## src/rtl/pipe_stage_buf.sv

```systemverilog
`default_nettype none
// ============================================================================
//  Module   : pipe_stage_buf
//  Purpose  : Generic elastic pipeline-stage register. Carries an opaque
//             WIDTH-bit bundle between core stages over a valid/ready
//             handshake, backed by a two-entry (main + skid) buffer so that
//             in_ready is a pure flop output and throughput stays at one
//             bundle per cycle. A synchronous flush injects the CLEAR_VAL
//             bubble, and a saturating counter records downstream stalls.
//  Ports    : clk, rst_n              clock / async active-low reset
//             in_valid, in_ready,     upstream handshake and bundle
//             in_data
//             out_valid, out_ready,   downstream handshake and bundle
//             out_data                (out_data = CLEAR_VAL when !out_valid)
//             flush                   synchronous stage clear
//             occupancy               entries held (0, 1 or 2)
//             cnt_clr, stall_cnt      stall counter clear / value
//  Revision : 1.0  initial release
// ============================================================================
module pipe_stage_buf #(
  parameter int                 WIDTH     = 64,
  parameter logic [WIDTH-1:0]   CLEAR_VAL = {WIDTH{1'b0}},
  parameter int                 CNT_W     = 16
) (
  input  logic               clk,
  input  logic               rst_n,
  input  logic               in_valid,
  output logic               in_ready,
  input  logic [WIDTH-1:0]   in_data,
  output logic               out_valid,
  input  logic               out_ready,
  output logic [WIDTH-1:0]   out_data,
  input  logic               flush,
  output logic [1:0]         occupancy,
  input  logic               cnt_clr,
  output logic [CNT_W-1:0]   stall_cnt
);

  // State encoding doubles as the occupancy count.
  typedef enum logic [1:0] {
    EMPTY = 2'd0,
    ONE   = 2'd1,
    TWO   = 2'd2
  } state_t;

  localparam logic [CNT_W-1:0] CNT_MAX = {CNT_W{1'b1}};

  state_t             state;
  state_t             state_nxt;
  logic [WIDTH-1:0]   main_data;
  logic [WIDTH-1:0]   main_nxt;
  logic [WIDTH-1:0]   skid_data;
  logic [WIDTH-1:0]   skid_nxt;
  logic               ready_q;
  logic               in_xfer;
  logic               out_xfer;

  assign out_valid = (state != EMPTY);
  assign out_data  = main_data;
  assign occupancy = state;
  assign in_ready  = ready_q;

  assign in_xfer   = in_valid & ready_q;
  assign out_xfer  = out_valid & out_ready;

  // --------------------------------------------------------------------------
  // State and storage registers
  // --------------------------------------------------------------------------
  always_ff @(posedge clk or negedge rst_n) begin
    if (!rst_n) begin
      state     <= EMPTY;
      main_data <= CLEAR_VAL;
      skid_data <= CLEAR_VAL;
      ready_q   <= 1'b1;
    end else begin
      state     <= state_nxt;
      main_data <= main_nxt;
      skid_data <= skid_nxt;
      // in_ready is precomputed from the next state so that it leaves a
      // flop directly; out_ready never reaches it combinationally.
      ready_q   <= (state_nxt != TWO);
    end
  end

  // --------------------------------------------------------------------------
  // Next-state / next-data logic
  // --------------------------------------------------------------------------
  always_comb begin
    state_nxt = state;
    main_nxt  = main_data;
    skid_nxt  = skid_data;

    case (state)
      EMPTY: begin
        if (in_xfer) begin
          state_nxt = ONE;
          main_nxt  = in_data;
        end
      end

      ONE: begin
        if (in_xfer && out_xfer) begin
          main_nxt  = in_data;
        end else if (in_xfer) begin
          // Downstream stalled: park the new bundle behind the current one.
          state_nxt = TWO;
          skid_nxt  = in_data;
        end else if (out_xfer) begin
          state_nxt = EMPTY;
          main_nxt  = CLEAR_VAL;
        end
      end

      TWO: begin
        // in_ready is low here, so only the drain side can move.
        if (out_xfer) begin
          state_nxt = ONE;
          main_nxt  = skid_data;
          skid_nxt  = CLEAR_VAL;
        end
      end

      default: begin
        state_nxt = EMPTY;
        main_nxt  = CLEAR_VAL;
        skid_nxt  = CLEAR_VAL;
      end
    endcase

    // Flush overrides everything. An output transfer in the same cycle has
    // already been sampled downstream, and any input transfer is dropped.
    if (flush) begin
      state_nxt = EMPTY;
      main_nxt  = CLEAR_VAL;
      skid_nxt  = CLEAR_VAL;
    end
  end

  // --------------------------------------------------------------------------
  // Saturating stall counter (independent of flush)
  // --------------------------------------------------------------------------
  always_ff @(posedge clk or negedge rst_n) begin
    if (!rst_n) begin
      stall_cnt <= '0;
    end else if (cnt_clr) begin
      stall_cnt <= '0;
    end else if (out_valid && !out_ready && (stall_cnt != CNT_MAX)) begin
      stall_cnt <= stall_cnt + CNT_W'(1);
    end
  end

endmodule
`default_nettype wire

```

## config.mk

```make
export PLATFORM = sky130hd
export DESIGN_NAME = pipe_stage_buf
export DESIGN_NICKNAME = d
export VERILOG_FILES = /design/src/rtl/pipe_stage_buf.sv
export SDC_FILE = /design/constraint.sdc
export NUM_CORES = 1
export LEC_CHECK = 0
export CAP_MARGIN = 20
export CORE_MARGIN = 2
export CORE_UTILIZATION = 51
export CTS_CLUSTER_DIAMETER = 150
export DETAILED_ROUTE_END_ITERATION = 8
export PLACE_DENSITY = 0.81
export SLEW_MARGIN = 20
export SYNTH_ARGS = -nofsm -noshare
export SYNTH_HDL_FRONTEND = slang
export SYNTH_SLANG_ARGS = --single-unit
```

## constraint.sdc

```tcl
create_clock -name clk -period 2.4 [get_ports clk]
set_clock_uncertainty 0.15 [all_clocks]
set_input_delay 0.48 -clock clk [delete_from_list [all_inputs] [get_ports clk]]
set_output_delay 0.48 -clock clk [all_outputs]
set_load 0.01 [all_outputs]
```

# Word level (Yosys, flattened, before mapping)
# Cells that the tools add are included.
dict set report totals {
  regBits 147
  latchBits 0
  ram_bits 0
  rom_bits 0
  mem_count 0
}
dict set report op_classes {
  n_addsub 1
  mul 0
  div 0
  n_lt_le_gt_ge 0
  eq_ne 11
  n_shift 0
  muxes 19
  bitwise_logic 2
  reduce_logical 9
}
# cell n
set ops {}
lappend ops {{$mux W64} 8}
lappend ops {{$pmux W64 S3} 2}
lappend ops {{$mux W16} 2}
lappend ops {{$add A16 B1 Y16 const B} 1}
lappend ops {{$ne A16 B16 Y1 const B} 1}
lappend ops {{$mux W2} 6}
lappend ops {{$ne A3 B3 Y1 const B} 4}
lappend ops {{$ne A4 B4 Y1 const B} 2}
lappend ops {{$reduce_and A4 Y1} 2}
lappend ops {{$pmux W2 S3} 1}
lappend ops {{$ne A2 B2 Y1 const B} 2}
lappend ops {{$reduce_bool A2 Y1} 2}
lappend ops {{$logic_and A1 B1 Y1} 3}
lappend ops {{$and A1 B1 Y1} 2}
lappend ops {{$eq A2 B1 Y1 const B} 1}
lappend ops {{$eq A2 B2 Y1 const B} 1}
lappend ops {{$logic_not A2 Y1} 1}
lappend ops {{$logic_not A1 Y1} 1}

# Logic depth before layout (Yosys ltp)
dict set report logic_depth {
  depth_word 8
  ltp_mapped 7
}

# Worst setup path before layout
# No wires, ideal clock.
dict set report synth_path {
  path_type {register to register}
  startpoint {register stall_cnt[0]}
  endpoint {register stall_cnt[13]}
  setup_ps 78
  t_arrival_ps 1695
  required_ps 2172
  slack_ps 477
  stages_incl_launch_ff 6
  synth_period_minus_slack_ps 1923
  path_cell_list {dfrtp_1 ha_1 and3_2 nor3b_4 or4_1 a21oi_1}
}
dict set report synth_between {
  elab_chain_len 3
  elab_cells_between_ends 6
  cone_classes {add/sub: 1; eq/ne: 1; mux: 2; reduce/logical: 2}
}
# element line_no
set synth_lines {}
lappend synth_lines {{start: declaration} 36} ;# output logic [CNT_W-1:0] stall_cnt
lappend synth_lines {{start signal: assignment} 148} ;# stall_cnt <= stall_cnt + CNT_W'(1);
lappend synth_lines {{$add A16 B1 Y16 / $ne A16 B16 Y1 (equally long branches)} {148, 147}}
lappend synth_lines {{$mux W16 / $logic_and A1 B1 Y1 (equally long branches)} 147} ;# end else if (out_valid && !out_ready && (stall_cnt != CNT_MAX)) begin
lappend synth_lines {{$mux W16 / $reduce_bool A2 Y1 (equally long branches)} n/a}
# Several ways; a longest one is shown, not always the timed one. The select of a mux whose other input is x is not followed.
# A chain may end at the register's enable or synchronous reset.

# Worst setup path in the final report
dict set report layout_path {
  startpoint {register state[1], in the netlist occupancy[1]}
  endpoint {output port out_valid}
}
dict set report layout_between {
  elab_chain_len 1
}
# element line_no
set layout_lines {}
lappend layout_lines {{start: declaration} 48} ;# state_t state;
lappend layout_lines {{start signal: assignment} 76} ;# state <= state_nxt;
lappend layout_lines {{$reduce_bool A2 Y1} 58} ;# assign out_valid = (state != EMPTY);
lappend layout_lines {{end: declaration} 30} ;# output logic out_valid,
# No other way between the ends.

==> run metrics <==
antenna cells 0; Layout Cells excl Fill 1017; Leakage 4.16 nW; Setup crit end kind primary output; Root Driver clkbuf_16; worst stage delay on the critical path 0.50 ns; synth warn 0; Ports 154; CP Data Required Time 1.77 ns; initial core utilization 0.526; CP Buf/Inv Count 1; Mapped Avg Cell Area 10.3 sq um; DRC 0; CP cell instances or2_2 > clkdlybuf4s50_1; Top delay family on crit path flip-flops; crit path kind flop to primary output; Post-Syn Instances 684; RSZ-0062 raised after global routing false; initial antenna violation count 0; number of setup violations in the final report 0; power per cell area 703 nW/um^2; WL final 17.5 mm; clock latency on the worst-skew pair 0.42 ns; Post-DP Area 8750 sq um; vias per inst 5.60; final-stage net count 902; Post-synth ARST share 1.00; largest net degree at the start of global routing 65; DR pass1 iterations 6; final hold viol count 0; worst reg-to-reg setup slack 0.24 ns; final period utilization 0.972; reg-to-reg critical path startpoint stall_cnt[0]; post-synth top area cell dfrtp_1; CTS tree yes; Synth-to-Final Area Change 33.8%; Worst path slowest cell dfrtp_2; pre-CTS setup slack 0.00578 ns; min-delay src out_data[8]; cts bufs inserted 17; outcome completed; Rel. slew slack 0.627; initial DRC count 389; Cell variety after synth 49; Post CTS Setup Buffer Count 0; Syn Nets 755; Seq/Total Area, Yosys 0.524; Hold Crit Class flop to flop; num rows 42; Clk network pwr share 0.432; die area 14700 sq um; Reg clk slew, reported paths 0.06 ns; max-cap viol count 0; placed insts 987; top cells by area, synth dfrtp_1 (52%), mux2i_1 (9.3%), nand2_1 (7.1%); grt ovf 0; RR Endpoint stall_cnt[2]; post-route ant nets 0; Die H 121 microns; Mapped Area 7020 sq um; GP Congestion 0.791; DP HPWL 11.5 mm; VDD IR max 0.422 mV; drt wl/cell 17.2 microns; Comb pwr share 0.154; Max Slew Vio Count 0; Sw Share 0.245; top cell type's share of synthesized area 0.521; Cell Int Power 0.00498 W; Sinks on Clock Net 147; data arrival time of the worst path 1.70 ns; fmax 429 MHz; Setup TNS 0 ns; dominant synthesized flop cell dfrtp_1; EDFF count, synth 0; hold endpoint out_data[8]; Seq cells post-synth 147; vias in the first global route 5706; total power 0.00660 W; CP startpoint kind flop; first-pass GRT wire length 28.3 mm; IO Port Bufs 153; Seq pwr share 0.414; CTS max path bufs 2; crit-path max FO 11; H-tree depth 4; worst hold stages 2; share of layout cells above drive strength 1 0.117; total global-route track usage 0.246; worst setup margin 0.0672 ns; worst slew pin tran 0.558 ns; Psw 0.00161 W; min Tclk post-route 2.33 ns; via count 5698; cell area after layout 9390 sq um; Worst Reg-to-Reg Cells 6; Chip Width 121 microns; core area 13300 sq um
[through the flow]
step | hold slack (ns) | util
floorplan | 0.0344 | -
finish | 0.327 | 0.703
global route | 0.349 | 0.703
detailed placement | 0.258 | 0.656
global placement | 0.254 | 0.656
CTS | 0.334 | 0.703
[layout by cell type, fill, tap and decap left out, types with 8 or more instances in the layout]
cell type,count
buf_12,10
o21ai_1,36
clkbuf_16,17
nor2_1,10
o21ai_0,11
inv_1,66
nand3_1,8
a21oi_1,14
a22oi_1,64
clkdlybuf4s50_1,152
mux2i_1,65
dfrtp_1,145
o21ai_2,24
nand2_1,132
buf_4,10
[final cells by class]
| type | count | area, sq um |
|---|---|---|
| tap | 176 | 220 |
| timing repair buffer | 174 | 1820 |
| clock inverter | 11 | 186 |
| sequential | 147 | 3680 |
| inverter | 66 | 248 |
| fill | 965 | 3960 |
| multi-input combinational | 425 | 2800 |
| clock buffer | 18 | 439 |
[power by group through the flow]
stage | registers (W) | clock network, W | logic (W)
CTS | 0.00273 | 0.00288 | 0.00103
detailed placement | 0.00277 | 0 | 0.00102
global placement | 0.00276 | 0 | 0.000988
floorplan | 0.00280 | 0 | 0.000465
global route | 0.00275 | 0.00300 | 0.00110
finish | 0.00273 | 0.00285 | 0.00102
[cell families (layout without fill, tap and decap cells)]
logic type	Yosys count	after routing	synth area share
AO/OA/AOI/OAI	162	162	0.160
flip-flops	147	147	0.524
adder cells (fa/ha/maj)	1	1	0.00178
buffers and inverters	112	269	0.0818
multiplexers	70	70	0.101
AND/OR/NAND/NOR	192	192	0.131
[state kept, by name (all words and copies together) (netlist names)]
| name | count |
|---|---|
| skid_data | 64 |
| stall_cnt | 16 |
| out_data | 64 |
| occupancy | 2 |
| in_ready | 1 |
[per-layer routing]
layer | part of all wire | GRT usage
met1 | 0.43 | 0.324
met2 | 0.49 | 0.398
met3 | 0.062 | 0.0540
met4 | 0.021 | 0.0970
met5 | 0 | 0
[worst max-delay path by stage]
stage | cells past startpoint | to | from
floorplan | 5 | stall_cnt[13] | stall_cnt[0]
CTS | 2 | out_valid | occupancy[1]
detailed placement | 5 | skid_data[50] | out_ready
global placement | 5 | skid_data[42] | out_ready
global route | 2 | out_valid | occupancy[1]
finish | 2 | out_valid | occupancy[1]
[worst min-delay path: stages (launching register included)]
cell,delay (ns)
dfrtp_1,0.34
nand2_1,0.06
o21ai_2,0.05
[what timing repair did]
| item | in CTS | in global routing |
|---|---|---|
| hold endpoints to repair | 37 | 0 |
| hold buffers | 1 | 0 |
| gates resized for setup | 1 | 0 |
| endpoints found under the setup margin | 1 | 0 |
[cells in the mapped netlist, drive strengths merged (2+ instances only)]
cell type and n:
dfrtp 146, nand3b 2, inv 66, and4 2
and3 3, o21ai 71, nand2b 4, nand3 8
buf 35, o21ba 2, nor2 11, or3 7
o31ai 3, nand2 133, or4 2, a22oi 64
nor2b 7, mux2i 65, or2 2, clkbuf 11
mux2 5, nand4 6, a21oi 16
Power figures use the tool's default switching activity.
==> variant 1: new RTL, same flow settings <==
Set the parameter `WIDTH` to 32 (it was 64).
--- a/src/rtl/pipe_stage_buf.sv
+++ b/src/rtl/pipe_stage_buf.sv
@@ -18,7 +18,7 @@
 //  Revision : 1.0  initial release
 // ============================================================================
 module pipe_stage_buf #(
-  parameter int                 WIDTH     = 64,
+  parameter int                 WIDTH     = 32,
   parameter logic [WIDTH-1:0]   CLEAR_VAL = {WIDTH{1'b0}},
   parameter int                 CNT_W     = 16
 ) (
Interface: changed (resized in_data and out_data); port bits go from 154 to 90. No check against the original RTL was run, so the function may have changed too.
==> variant 1 against the unedited design <==
- wire length shrank 47%
- final area shrank 44%
- non-clock buffer count shrank 71
- area after synthesis shrank 43%
- sequential cell count shrank 64
- worst setup slack gained 0.055 ns
- critical path depth is the same
- largest power group is now registers
- power shrank 53%
- critical path type unchanged
- sequential power shrank 44%
==> variant 1: results (changes against the unedited design) <==
status finished, final reports clean; root buf cell clkbuf_8; first-pass iteration count of the detailed router 5 (-1); vias in the first global route 3304 (-42%); first-pass GRT wire length 15500 µm (-45%); largest net degree at the start of global routing 54 (-17%); Worst Hold Launch out_data[22]; largest cells by area after synthesis dfrtp_1 52%, mux2i_1 8.3%, nand2_1 6.7%, a22oi_1 6.0%, o21ai_0 4.7%; Clk network pwr share 34.3% (-8.9 points); H-tree lvl count 3 (-1); Max VDD drop 0.338 mV (-20%); Critical Path AT 1.65 ns (-0.05 ns); Hold EP out_data[22]; Leak 2.28 nW (-45%); actual slew at the worst max-slew pin 0.402 ns (-0.157 ns); Routed wire per std cell 15.4 µm (-11%); share of the yosys chip area belonging to registers 52.3% (-0.18 points); GP Congestion 0.931 (+18%); Vias/cell 5.51 (-1.7%); Sw Share 25.8% (+1.4 points); Reg clk slew, reported paths 0.09 ns (+0.03 ns); # fillers 608 (-37%); Critical R2R Capture stall_cnt[3]; pre-CTS setup slack -0.0462 ns (-0.0520 ns); post-synth cell types 48 (-2.0%); smallest hold slack 0.335 ns (+0.00822 ns); post-synth net total 442 (-41%); 1st-iter DRT viols 193 (-50%); Post-synth top cells 82 x dfrtp_1, 71 x nand2_1, 37 x o21ai_0, 33 x inv_1, 33 x mux2i_1; insertion delay to the later sink of the worst-skew pair 0.34 ns (-0.08 ns); r2r startpoint stall_cnt[1]
==> variant 1: cell types whose count changed after synthesis, moves of 5 or more <==
cell,before,now
a22oi_1,64,32
buf_6,16,2
buf_2,15,9
o21ai_0,11,37
nor2b_1,7,2
o21ai_2,24,0
o21ai_1,36,2
dfrtp_1,146,82
inv_1,66,33
nand2_1,132,71
mux2i_1,65,33
==> variant 1: cells by family after synthesis <==
kind of cell / after synthesis / share of synthesized area [%]
multiplexers: 34 / 8.59
flip-flops: 83 / 52.3
buffers and inverters: 59 / 6.54
adder cells (fa/ha/maj): 1 / 0.315
AND/OR/NAND/NOR: 124 / 15.8
AO/OA/AOI/OAI: 102 / 16.5
==> variant 1: repair_timing <==
action / in CTS / in global routing
endpoints found under the hold margin: 30 / 0
endpoints found under the setup margin: 0 / 1
gates resized for setup: 0 / 1
hold buffers: 1 / 0
==> variant 1: critical path, cell delays in order, from the launching register on <==
cell	delay, ns
dfrtp_2	0.50
or2_2	0.32
clkdlybuf4s50_1	0.49
==> variant 1: layout make-up <==
cell class	count	share of cell area, %
Clock buffer	13	3.21
Clock inverter	3	0.856
Inverter	33	2.35
Multi-Input combinational cell	261	31.5
Sequential cell	83	39.5
Tap cell	102	2.43
Timing Repair Buffer	103	20.1
==> variant 1: layer usage <==
layer  vias up  routed length [µm]  GRT usage, %
met1      1597                4000          30.4
met5         -                   0             0
met2       112                4540          37.7
li1       1578                   -             -
met3         6                 596          5.37
met4         0                  44          5.47
==> variant 1: how the worst max path moves through the flow <==
stage	start	to	slack, ns	depth (start not counted)
floorplan	stall_cnt[0]	stall_cnt[10]	0.53	5
global placement	out_ready	stall_cnt[10]	0.07	5
detailed placement	out_ready	out_data[3]	-0.05	7
CTS	occupancy[1]	out_valid	0.05	2
global route	occupancy[1]	out_valid	0.08	2
finish	occupancy[1]	out_valid	0.12	2
==> variant 1: metrics by stage <==
step	std cells	setup TNS, ns	instance area, µm²
after floorplan	403	0	3980
final	598	0	5260
after global routing	598	0	5260
after CTS	598	0	5260
after detailed placement	581	-0.207	5040
after global placement	581	0	5040
==> variant 1: power by group through the flow <==
stage | sequential, W | clock [W] | combinational, W
global placement | 0.00155 | 0 | 0.000510
global route | 0.00154 | 0.00114 | 0.000566
CTS | 0.00152 | 0.00108 | 0.000525
detailed placement | 0.00155 | 0 | 0.000522
finish | 0.00153 | 0.00107 | 0.000517
floorplan | 0.00157 | 0 | 0.000213
==> variant 2: new RTL, same flow settings <==
Without the edit above. Put one more register stage on the output `stall_cnt`, cleared by the reset. The value now appears one clock later. The other outputs are not delayed to match.
--- a/src/rtl/pipe_stage_buf.sv
+++ b/src/rtl/pipe_stage_buf.sv
@@ -44,6 +44,8 @@
   } state_t;
 
   localparam logic [CNT_W-1:0] CNT_MAX = {CNT_W{1'b1}};
+
+  logic [CNT_W-1:0] stall_cnt_s0;
 
   state_t             state;
   state_t             state_nxt;
@@ -141,11 +143,19 @@
   // --------------------------------------------------------------------------
   always_ff @(posedge clk or negedge rst_n) begin
     if (!rst_n) begin
+      stall_cnt_s0 <= '0;
+    end else if (cnt_clr) begin
+      stall_cnt_s0 <= '0;
+    end else if (out_valid && !out_ready && (stall_cnt_s0 != CNT_MAX)) begin
+      stall_cnt_s0 <= stall_cnt_s0 + CNT_W'(1);
+    end
+  end
+
+  always_ff @(posedge clk or negedge rst_n) begin
+    if (!rst_n) begin
       stall_cnt <= '0;
-    end else if (cnt_clr) begin
-      stall_cnt <= '0;
-    end else if (out_valid && !out_ready && (stall_cnt != CNT_MAX)) begin
-      stall_cnt <= stall_cnt + CNT_W'(1);
+    end else begin
+      stall_cnt <= stall_cnt_s0;
     end
   end
 
Behaviour: not the same (Yosys sat finds a counterexample within 4 cycles, from zero or initial values and one cycle with rst_n low).
==> variant 2 against the unedited design <==
- count of clock-buffer cells in the layout is 1 higher
- sequential cell count up 16
- power grew 6.0%
- clock power up 6%
- non-clock buffer count is 4 higher
- hold slack lost 0.020 ns
- final area increased by 2.9%
- area after synthesis is 1.3% higher
- wire length is 4.5% higher
- sequential power up 9.9%
- worst setup slack gained 0.020 ns
- critical path type unchanged
- synthesized cell count fell by 7.5%
- via count shrank 0.28%
==> variant 2: results (changes against the unedited design) <==
Die ar. 14900 µm² (+1.2%); metal1 wirelength 7500 µm (-0.49%); 1st-iter DRT viols 519 (+33%); Post-synth top cells 162 x dfrtp_1, 76 x nand2_1, 67 x inv_1, 65 x mux2i_1; gr usage total 26.0% (+1.4 points); Net Switching 0.00170 W (+5.6%); slowest stage delay, CP 0.48 ns (-0.02 ns); GP Congestion 0.880 (+11%); placed cell areas 8990 µm² (+2.7%); multiplexer share of the synthesized area 9.31% (-0.82 points); Comb group 0.000985 W (-3%); first-pass GRT wire length 30000 µm (+5.9%); Mapped Cells 633 (-7.5%); slowest CP cell dfrtp_2; largest net degree at the start of global routing 55 (-15%); post-synth cell types 48 (-2.0%); post-synth net total 704 (-6.8%); first-pass iteration count of the detailed router 5 (-1); Net count, final 856 (-5.1%); Port Buf Inserts 153 (unchanged); Compound-Gate Fraction of Synth Area 18.5% (+2.6 points); Clk network pwr share 43.0% (-0.2 points); DR WL met3 1060 µm (-2.3%); share of the yosys chip area belonging to registers 57.4% (+5.0 points); pre-CTS setup slack -0.00777 ns (-0.0136 ns); Clk. pwr 0.00301 W (+6%); slew margin rel. 66.7% (+4.1 points); Hold Path Class reg2reg; initial antenna violation count 0 (unchanged); vias in the first global route 5928 (+3.9%); layout cells sized above 1 9.54% (-2.1 points); Routed wire per std cell 18.7 µm (+8.8%); DP HPWL 11700 µm (+2.5%); largest cells by area after synthesis dfrtp_1 57%, mux2i_1 9.2%, o2bb2ai_1 7.9%, a22oi_1 6.8%, nand2_1 4.0%; status finished, final reports clean; Leak 4.19 nW (+0.90%); Max VDD drop 0.494 mV (+17%); # placed instances 945 (-4.3%); Vias/cell 5.82 (+3.8%); WL met2 9280 µm (+9.2%); via count 5682 (-0.28%); Post-Synth Adder-Cell Area 0.176% (-0.0023 points); XOR/XNOR Fraction of Synth Area 0% (unchanged); Critical Path AT 1.68 ns (-0.02 ns)
==> variant 2: cell types whose count changed in the layout (fill, tap and decap cells not counted), sizes merged, moves of 6 or more <==
cell / unedited run / this run
o21ai: 71 / 7
o2bb2ai: 0 / 64
nand2: 133 / 76
dfrtp: 146 / 162
nor2: 11 / 5
==> variant 2: worst max-delay path: cells and delay by family, from the launching register on <==
family	cells	cell delay, ns
buffers and inverters	1	0.48
flip-flops	1	0.48
AND/OR/NAND/NOR	1	0.31
==> variant 2: worst paths after layout <==
path / startpoint / endpoint / slack, ns / cells after the start
max: occupancy[1] / out_valid / 0.09 / 2
min: stall_cnt_s0[15] / stall_cnt[15] / 0.31 / 0
max reg2reg: stall_cnt_s0[1] / stall_cnt_s0[14] / 0.30 / 5
min reg2reg: stall_cnt_s0[15] / stall_cnt[15] / 0.31 / 0
max in group asynchronous: rst_n / stall_cnt[6] / 0.96 / 3
min in group asynchronous: rst_n / out_data[36] / 0.43 / 2
==> variant 2: per-layer routing <==
layer	vias to the layer above	global-route usage, %
li1	2560	-
met1	2879	33.7
met2	205	42.8
met3	38	5.62
met4	0	10.3
met5	-	0
==> variant 2: cell families after synthesis <==
logic type / after synthesis
AOI/OAI and AO/OA: 169
DFF: 163
and+or+nand+nor: 122
buffers and inverters: 112
muxes: 66
adders and majority gates: 1
==> variant 2: final cells by class <==
cell class                 count  area (µm²)
clock buffer                  19         453
fill                         985        4060
clock inverter                12         201
tap                          180         225
multi-input combinational    358        2620
sequential                   163        4080
timing repair buffer         178        1820
inverter                      67         251
==> variant 2: timing repair <==
action	in CTS	in global routing
endpoints found under the setup margin	0	1
endpoints found under the hold margin	48	0
hold buffers	1	0
gates resized for setup	0	1
